**config.mk**
```make
export PLATFORM = sky130hd
export DESIGN_NAME = isp_tpg_flat
export DESIGN_NICKNAME = d
export VERILOG_FILES = /design/src/rtl/isp_tpg_if.sv /design/src/rtl/isp_tpg.sv /design/src/flat_wrapper.sv
export SDC_FILE = /design/constraint.sdc
export NUM_CORES = 1
export LEC_CHECK = 0
export ABC_AREA = 0
export BUFFER_PORTS_ARGS = -buffer_cell sky130_fd_sc_hd__buf_2
export CORE_UTILIZATION = 55
export CTS_CLUSTER_DIAMETER = 30
export DETAILED_ROUTE_END_ITERATION = 10
export PLACE_DENSITY = 0.79
export SLEW_MARGIN = 25
export SYNTH_ARGS = -nofsm -noshare
export SYNTH_HDL_FRONTEND = slang
export SYNTH_SLANG_ARGS = --single-unit
```
**constraint.sdc**
```tcl
create_clock -name pclk -period 3.07 [get_ports pclk]
set_input_delay 0.1535 -clock pclk [delete_from_list [all_inputs] [get_ports pclk]]
set_output_delay 0.1535 -clock pclk [all_outputs]
set_load 0.005 [all_outputs]
```
**src/rtl/isp_tpg_if.sv**
```systemverilog
// Video stream produced by the test-pattern generator.
// Carries the line/frame qualifiers and one RGB pixel per pclk.
interface isp_tpg_if #(
   parameter int BITS = 8
);
   logic            href;
   logic            vsync;
   logic [BITS-1:0] r;
   logic [BITS-1:0] g;
   logic [BITS-1:0] b;

   modport master (output href, vsync, r, g, b);
   modport slave  (input  href, vsync, r, g, b);
endinterface

```
**src/rtl/isp_tpg.sv**
```systemverilog
// Test-pattern generator and video-timing source at the head of the ISP pipeline.
// Emits vsync/href/RGB frames with programmable blanking and four patterns.
module isp_tpg #(
   parameter int BITS        = 8,
   parameter int WIDTH       = 1280,
   parameter int HEIGHT      = 960,
   parameter int HBLANK      = 160,
   parameter int VSYNC_LINES = 2,
   parameter int VBP         = 2,
   parameter int VFP         = 2
) (
   input  logic             pclk,
   input  logic             rst_n,
   input  logic             enable,
   input  logic [1:0]       pattern,
   input  logic [BITS-1:0]  sol_r,
   input  logic [BITS-1:0]  sol_g,
   input  logic [BITS-1:0]  sol_b,
   isp_tpg_if.master        vid,
   output logic             busy,
   output logic             frame_done,
   output logic [15:0]      frame_cnt
);

   localparam int LP  = WIDTH + HBLANK;
   localparam int FL  = VSYNC_LINES + VBP + HEIGHT + VFP;
   localparam int HW  = $clog2(LP + 1);
   localparam int VW  = $clog2(FL + 1);
   localparam int BW  = WIDTH / 8;
   localparam int BPW = (BW > 1) ? $clog2(BW) : 1;

   localparam logic [HW-1:0]  H_LAST    = HW'(LP - 1);
   localparam logic [HW-1:0]  H_ACT     = HW'(WIDTH);
   localparam logic [HW-1:0]  H_BIT5    = HW'(32);
   localparam logic [VW-1:0]  V_LAST    = VW'(FL - 1);
   localparam logic [VW-1:0]  V_SYNC    = VW'(VSYNC_LINES);
   localparam logic [VW-1:0]  V_ACT0    = VW'(VSYNC_LINES + VBP);
   localparam logic [VW-1:0]  V_ACT_END = VW'(VSYNC_LINES + VBP + HEIGHT);
   localparam logic [VW-1:0]  V_BIT5    = VW'(32);
   localparam logic [BPW-1:0] BAR_LAST  = BPW'(BW - 1);

   typedef enum logic {
      S_IDLE = 1'b0,
      S_RUN  = 1'b1
   } state_e;

   typedef enum logic [1:0] {
      PAT_BARS  = 2'd0,
      PAT_RAMP  = 2'd1,
      PAT_SOLID = 2'd2,
      PAT_CHECK = 2'd3
   } pat_e;

   state_e          state_q;
   logic [HW-1:0]   h_q;
   logic [VW-1:0]   v_q;
   logic [2:0]      bar_idx_q;
   logic [BPW-1:0]  bar_pos_q;
   pat_e            pat_q;
   logic [BITS-1:0] sol_r_q, sol_g_q, sol_b_q;

   logic            href_q, vsync_q, busy_q, done_q;
   logic [BITS-1:0] r_q, g_q, b_q;
   logic [15:0]     frame_cnt_q;

   logic            emit;
   logic            frame_start;
   logic            last_pix;
   logic            act_line;
   logic            chk;
   logic [VW-1:0]   y_v;
   logic            href_d, vsync_d;
   logic [BITS-1:0] pix_r, pix_g, pix_b;
   logic [BITS-1:0] r_d, g_d, b_d;

   // IDLE always parks the counters at h=v=0, so an enable seen there emits
   // the first vsync pixel on the very same edge that enters RUN.
   always_comb begin
      // NOTE: every signal driven here gets a default first, so no path can
      // leave it unassigned and infer a latch.
      emit        = (state_q == S_RUN) || enable;
      frame_start = emit && (h_q == '0) && (v_q == '0);
      last_pix    = (h_q == H_LAST) && (v_q == V_LAST);
      act_line    = (v_q >= V_ACT0) && (v_q < V_ACT_END);
      y_v         = v_q - V_ACT0;
      chk         = (|(h_q & H_BIT5)) ^ (|(y_v & V_BIT5));
      vsync_d     = emit && (v_q < V_SYNC);
      href_d      = emit && act_line && (h_q < H_ACT);

      pix_r = '0;
      pix_g = '0;
      pix_b = '0;
      case (pat_q)
         PAT_BARS: begin
            // Bar order white..black maps to inverted index bits.
            pix_r = {BITS{~bar_idx_q[1]}};
            pix_g = {BITS{~bar_idx_q[2]}};
            pix_b = {BITS{~bar_idx_q[0]}};
         end
         PAT_RAMP: begin
            pix_r = BITS'(h_q);
            pix_g = BITS'(h_q);
            pix_b = BITS'(h_q);
         end
         PAT_SOLID: begin
            pix_r = sol_r_q;
            pix_g = sol_g_q;
            pix_b = sol_b_q;
         end
         PAT_CHECK: begin
            pix_r = {BITS{chk}};
            pix_g = {BITS{chk}};
            pix_b = {BITS{chk}};
         end
         default: ;
      endcase

      r_d = href_d ? pix_r : '0;
      g_d = href_d ? pix_g : '0;
      b_d = href_d ? pix_b : '0;
   end

   always_ff @(posedge pclk or negedge rst_n) begin
      if (!rst_n) begin
         state_q     <= S_IDLE;
         h_q         <= '0;
         v_q         <= '0;
         bar_idx_q   <= '0;
         bar_pos_q   <= '0;
         pat_q       <= PAT_BARS;
         sol_r_q     <= '0;
         sol_g_q     <= '0;
         sol_b_q     <= '0;
         href_q      <= 1'b0;
         vsync_q     <= 1'b0;
         busy_q      <= 1'b0;
         done_q      <= 1'b0;
         r_q         <= '0;
         g_q         <= '0;
         b_q         <= '0;
         frame_cnt_q <= '0;
      end else begin
         // NOTE: sequential state uses non-blocking assignments so every
         // register samples pre-edge values regardless of statement order.
         href_q  <= href_d;
         vsync_q <= vsync_d;
         r_q     <= r_d;
         g_q     <= g_d;
         b_q     <= b_d;
         busy_q  <= emit;
         done_q  <= emit && last_pix;

         if (emit && last_pix)
            frame_cnt_q <= frame_cnt_q + 16'd1;

         if (frame_start) begin
            pat_q   <= pat_e'(pattern);
            sol_r_q <= sol_r;
            sol_g_q <= sol_g;
            sol_b_q <= sol_b;
         end

         if (emit) begin
            if (state_q == S_IDLE)
               state_q <= S_RUN;

            if (h_q == H_LAST) begin
               h_q <= '0;
               if (v_q == V_LAST) begin
                  v_q     <= '0;
                  state_q <= enable ? S_RUN : S_IDLE;
               end else begin
                  v_q <= v_q + VW'(1);
               end
            end else begin
               h_q <= h_q + HW'(1);
            end

            // Bar tracker follows h without a divider: WIDTH/8 pixels per bar.
            if (h_q == H_LAST) begin
               bar_idx_q <= '0;
               bar_pos_q <= '0;
            end else if (bar_pos_q == BAR_LAST) begin
               bar_pos_q <= '0;
               bar_idx_q <= bar_idx_q + 3'd1;
            end else begin
               bar_pos_q <= bar_pos_q + BPW'(1);
            end
         end
      end
   end

   assign vid.href   = href_q;
   assign vid.vsync  = vsync_q;
   assign vid.r      = r_q;
   assign vid.g      = g_q;
   assign vid.b      = b_q;
   assign busy       = busy_q;
   assign frame_done = done_q;
   assign frame_cnt  = frame_cnt_q;

endmodule

```
**src/flat_wrapper.sv**
```systemverilog
// flat-port wrapper written by rule: the top's interface ports become plain ports
module isp_tpg_flat 
#(
   parameter int BITS        = 8,
   parameter int WIDTH       = 1280,
   parameter int HEIGHT      = 960,
   parameter int HBLANK      = 160,
   parameter int VSYNC_LINES = 2,
   parameter int VBP         = 2,
   parameter int VFP         = 2
)
  (pclk, rst_n, enable, pattern, sol_r, sol_g, sol_b, busy, frame_done, frame_cnt, vid_href, vid_vsync, vid_r, vid_g, vid_b);
  isp_tpg_if #(.BITS(BITS)) vid_i ();
  input  logic pclk;
  input  logic rst_n;
  input  logic enable;
  input  logic [1:0] pattern;
  input  logic [BITS-1:0] sol_r;
  input  logic [BITS-1:0] sol_g;
  input  logic [BITS-1:0] sol_b;
  output logic busy;
  output logic frame_done;
  output logic [15:0] frame_cnt;
  output wire logic [$bits(vid_i.href)-1:0] vid_href;
  output wire logic [$bits(vid_i.vsync)-1:0] vid_vsync;
  output wire logic [$bits(vid_i.r)-1:0] vid_r;
  output wire logic [$bits(vid_i.g)-1:0] vid_g;
  output wire logic [$bits(vid_i.b)-1:0] vid_b;
  assign vid_href = vid_i.href;
  assign vid_vsync = vid_i.vsync;
  assign vid_r = vid_i.r;
  assign vid_g = vid_i.g;
  assign vid_b = vid_i.b;
  isp_tpg #(.BITS(BITS), .WIDTH(WIDTH), .HEIGHT(HEIGHT), .HBLANK(HBLANK), .VSYNC_LINES(VSYNC_LINES), .VBP(VBP), .VFP(VFP)) u_core (.pclk(pclk), .rst_n(rst_n), .enable(enable), .pattern(pattern), .sol_r(sol_r), .sol_g(sol_g), .sol_b(sol_b), .vid(vid_i), .busy(busy), .frame_done(frame_done), .frame_cnt(frame_cnt));
endmodule
```
# Word level (Yosys, flattened, before mapping)
# Cells that the tools add are included.
[op_classes] n_eq_ne=6 bitwise_logic=4 n_mux=15 multipliers=0 n_reduce_logical=15 div=0 order_cmp=4 shift=0 addsub=6
[ops] op="$pmux W8 S4" n=3
[ops] op="$mux W8" n=5
[ops] op="$add A16 B1 Y16 const B" n=1
[ops] op="$add A11 B1 Y11 const B" n=1
[ops] op="$eq A11 B11 Y1 const B" n=1
[ops] op="$logic_not A11 Y1" n=1
[ops] op="$lt A11 B11 Y1 const B" n=1
[ops] op="$mux W11" n=1
[ops] op="$add A10 B1 Y10 const B" n=1
[ops] op="$eq A10 B10 Y1 const B" n=1
[ops] op="$ge A10 B3 Y1 const B" n=1
[ops] op="$logic_not A10 Y1" n=1
[ops] op="$lt A10 B10 Y1 const B" n=1
[ops] op="$lt A10 B2 Y1 const B" n=1
[ops] op="$mux W10" n=1
[ops] op="$add A8 B1 Y8 const B" n=1
[ops] op="$eq A8 B8 Y1 const B" n=1
[ops] op="$logic_and A1 B1 Y1" n=8
[ops] op="$mux W3" n=2
[ops] op="$sub A6 B3 Y6 const B" n=1
[ops] op="$eq A2 B2 Y1 const B" n=2
[ops] op="$reduce_and A2 Y1" n=2
[ops] op="$add A3 B1 Y3 const B" n=1
[ops] op="$mux W1" n=3
[ops] op="other kinds (6)" n=8
[totals] word_cells=67 reg_bits=103 ram_bits=0 rom_bits=0 in_bits=29 output_inout_bits=44 latch_bits=0 n_memories=0

# Logic depth before layout (Yosys ltp)
[depth] depth_word=5 ltp_mapped=8 mapped_depth_nobuf=6

# Least setup slack after synthesis
# OpenSTA, ideal clock, no wires.
[synth_path] kind="flip-flop to flip-flop" start="register u_core.v_q[5]" end="register u_core.b_q[5], in the netlist u_core.vid.b[5]" t_arrival_ns=1.845 stages_incl_launch_ff=6 setup_ns=0.068 t_required_ns=3.002 path_buffers=1 period_less_slack_ns=1.912 path_slack_ns=1.158 path_cell_list="dfrtp_1 > buf_4 > nor4_4 > mux2_2 > a211oi_2 > and3_1"
[synth_via] elab_chain_len=5 word_cells_on_any_way=9 cone_classes="add/sub (1); order compare (2); mux (2); bitwise (1); reduce/logical (3)"
[synth_rtl] item="from (decl)" line_no="isp_tpg.sv:56" rtl="logic [VW-1:0] v_q;"
[synth_rtl] item="from (signal assigned)" line_no="isp_tpg.sv:173" rtl="v_q <= v_q + VW'(1);"
[synth_rtl] item="branches (longest 4 deep; another with $sub A6 B3 Y6)"
[synth_rtl] item="$mux W8 (*)" line_no="isp_tpg.sv:120" rtl="b_d = href_d ? pix_b : '0;"
[synth_rtl] item="net u_core.b_d[5]" line_no="isp_tpg.sv:74" rtl="logic [BITS-1:0] r_d, g_d, b_d;"
[synth_rtl] item="to (signal assigned)" line_no="isp_tpg.sv:140" rtl="b_q <= '0;"
[synth_rtl] item="to (signal assigned)" line_no="isp_tpg.sv:149" rtl="b_q <= b_d;"
[synth_rtl] item="to (decl)" line_no="isp_tpg.sv:63" rtl="logic [BITS-1:0] r_q, g_q, b_q;"
# Mark *: on every way through the listed nets, which the timed path passes.
# A chain may end at the register's enable or synchronous reset.

# Final worst setup path
[layout_path] start="register u_core.h_q[0]" end="register u_core.sol_g_q[7]"
[layout_via] elab_chain_len=3
[layout_rtl] item="from (decl)" line_no="isp_tpg.sv:55" rtl="logic [HW-1:0] h_q;"
[layout_rtl] item="from (signal assigned)" line_no="isp_tpg.sv:176" rtl="h_q <= h_q + HW'(1);"
[layout_rtl] item="$logic_not A11 Y1" line_no="isp_tpg.sv:82" rtl="frame_start = emit && (h_q == '0) && (v_q == '0);"
[layout_rtl] item="$logic_and A1 B1 Y1 (2 in series)" line_no="isp_tpg.sv:82"
[layout_rtl] item="to (signal assigned)" line_no="isp_tpg.sv:159" rtl="sol_g_q <= sol_g;"
[layout_rtl] item="to (decl)" line_no="isp_tpg.sv:60" rtl="logic [BITS-1:0] sol_r_q, sol_g_q, sol_b_q;"
# Every way passes these cells.

==> results by group <==
Outcome
  – Status: completed

Placed design
  – Pre-CTS setup slack: 0.755 ns
  – GPL Wtd Cong: 0.879
  – Input/output buffers: 72
  – DP HPWL: 7.45 mm

Global routing
  – First-pass GRT wire length: 17.4 mm
  – Vias in the first global route: 3,570
  – Grt total ovfl: 0
  – Total GRT Usage: 0.252
  – Largest net degree at the start of global routing: 51
  – Antenna violations before repair: 0

CTS
  – CTS tree: built
  – Total CTS buffers: 9
  – CTS resizes: 0
  – Setup bufs post-CTS: 0
  – CTS max path bufs: 2
  – H-tree levels: 3
  – Clock Latency Late Sink: 0.38 ns
  – Clock transition at path regs: 0.11 ns
  – Root Driver: clkbuf_8
  – CTS Hold Bufs: 21
  – Clock sink count: 103

Worst setup path
  – Worst Setup End Kind: flop
  – CP Class: flop to flop
  – Crit path max fanout: 26
  – CP delay by family, top: simple AND/OR/NAND/NOR gates
  – CP Buf/Inv Count: 1
  – CP arrival: 2.62 ns
  – CP max stage cell: nor2_4
  – CP cell instances: inv_1 -> ha_1 -> nor4bb_1 -> nand3_1 -> nor2_4 -> mux2_2
  – Setup crit start kind: flop
  – CP max stage delay: 0.66 ns
  – Worst Path Required: 3.33 ns

Logic synthesis
  – Netlist cell types: 51
  – Mean Syn Cell Area: 10.9 sq um
  – Synth Flop Type: dfrtp_1
  – FFs w/ async S/R, synth: 1.00
  – Syn_nets: 484
  – Synth area leader: dfrtp_1
  – Register area share after synthesis: 0.531
  – Cell Area, Synth: 4850 sq um
  – Cells after synthesis: 447
  – Dominant cells by area after synthesis: dfrtp_1 (53%), mux2_1 (4.6%), a21oi_1 (3.5%)
  – Post-synth top area share: 0.531
  – Post-synth EDFFs: 0
  – Synth Register Bits: 103
  – Synth warnings: 0

Power and ir drop
  – Sw frac: 0.264
  – NetSw: 645 uW
  – Sequential share of power: 0.589
  – Power share of the combinational group: 0.063
  – P_leak: 2.61 nW
  – Pwr/cell area: 430 nW/um^2
  – Worst VDD drop: 0.000241 V
  – Internal power: 1.80 mW
  – Clock power frac: 0.347

Detailed routing
  – Detailed Routing Iterations Pass 1: 4
  – Final WL: 10.8 mm
  – DR vias/cell: 5.76
  – Via count: 3,712
  – DR iter-0 viols: 161
  – DR WL/cell: 16.7 um
  – Count of antenna-violating nets left after detailed routing: 0
  – DRC: 0

Finish
  – Reg area: 2580 sq um
  – Most common cell after layout, fill and taps aside: dfrtp_1
  – Multi-input gate area: 2030 sq um
  – Nets: 572
  – Diodes inserted: 0
  – Fillers: 679
  – Layout cells sized above 1: 0.202
  – Commonest cells after routing, fill and taps aside: dfrtp_1 (103), buf_2 (71), a21oi_1 (34), inv_1 (33), dlygate4sd3_1 (23)
  – Area Growth Syn to Fin: 17.2%

Hold path
  – Worst hold path type: input port to flop

Timing
  – Fmax achieved: 0.425 GHz
  – Slew headroom: 0.475
  – Final setup viols: 0
  – Worst-Margin Slew: 0.786 ns
  – Layout Skew: 0.0136 ns
  – Setup WS post-layout: 0.718 ns
  – RSZ-0062 raised after global routing: false
  – Final period utilization: 0.766
  – Final min period: 2.35 ns
  – Slew Limit Fails: 0
  – Fin. Hold Viols: 0
  – Setup TNS Final: 0 ns

Die
  – Site row count: 33
  – Core area: 8380 sq um
  – Die area: 9200 sq um
  – Die Height: 95.9 um
  – Die span in x: 95.9 um
  – IO Pins: 73
  – Initial Util: 0.579

Flow run
  – Max_cap viols: 0
-- synth_stat cells, drive strengths merged, types with 11 or more instances --
cell type,number
clkbuf,13
a21oi,34
o21ai,17
mux2,28
nor3,13
dfrtp,103
inv,33
nor2,22
xnor2,14
xor2,15
nand2,19
nand4,18
and3,11
nand3,18
o21a,21
-- sequential cells by signal, indices dropped and copies added (netlist names) --
register           count
u_core.bar_idx_q       3
u_core.bar_pos_q       8
u_core.busy            1
u_core.frame_cnt      16
u_core.frame_done      1
u_core.h_q            11
u_core.pat_q           2
u_core.sol_b_q         8
u_core.sol_g_q         8
u_core.sol_r_q         8
u_core.state_q         1
u_core.v_q            10
u_core.vid.b           8
u_core.vid.g           8
u_core.vid.href        1
u_core.vid.r           8
u_core.vid.vsync       1
-- metrics by stage --
step                cells  hold slack (ns)  power (mW)  instance area (sq um)   util
finish                645          0.00851        2.44                   5690  0.679
global route          645          0.00583        2.54                   5690  0.679
CTS                   643          0.00131        2.47                   5670  0.677
detailed placement    606            0.213        1.60                   5270  0.628
global placement      606            0.210        1.59                   5270  0.628
floorplan             447           -0.142        1.52                   4850      -
-- power groups by stage --
stage	registers [mW]	clock network, mW	logic, mW
2_1_floorplan	1.46	0	0.0636
3_3_place_gp	1.46	0	0.129
3_5_place_dp	1.47	0	0.135
4_1_cts	1.44	0.871	0.155
5_1_grt	1.45	0.920	0.176
6_report	1.44	0.849	0.155
-- kinds of logic after synthesis --
logic type	count (synthesis)	synth area share
mux	29	0.0670
compound gates	92	0.121
flops	103	0.531
simple gates	130	0.158
buf+inv	56	0.0503
fa+ha+maj	8	0.0206
xor+xnor	29	0.0523
-- final timing paths --
kind,from,to,slack (ns),depth (start not counted)
setup / recovery,u_core.h_q[0],u_core.sol_g_q[7],0.72,6
min in group asynchronous,rst_n,u_core.v_q[7],0.35,2
hold reg to reg,u_core.frame_cnt[15],u_core.frame_cnt[15],0.47,1
max in group asynchronous,rst_n,u_core.vid.b[7],1.89,3
setup reg to reg,u_core.h_q[0],u_core.sol_g_q[7],0.72,6
hold / removal,sol_g[4],u_core.sol_g_q[4],0.009,2
-- per-layer routing --
layer	share of wire	GRT usage
met2	0.49	0.388
met5	0	0
met4	0.023	0.0958
met3	0.044	0.0600
met1	0.45	0.347
-- area by class of cell --
type,count,area share
clock buffer,9,0.0218
inverter,33,0.0218
sequential,103,0.453
tap,105,0.0231
timing repair buffer,100,0.111
clock inverter,7,0.0125
multi-input combinational,288,0.357
(Power assumes the default switching activity.)
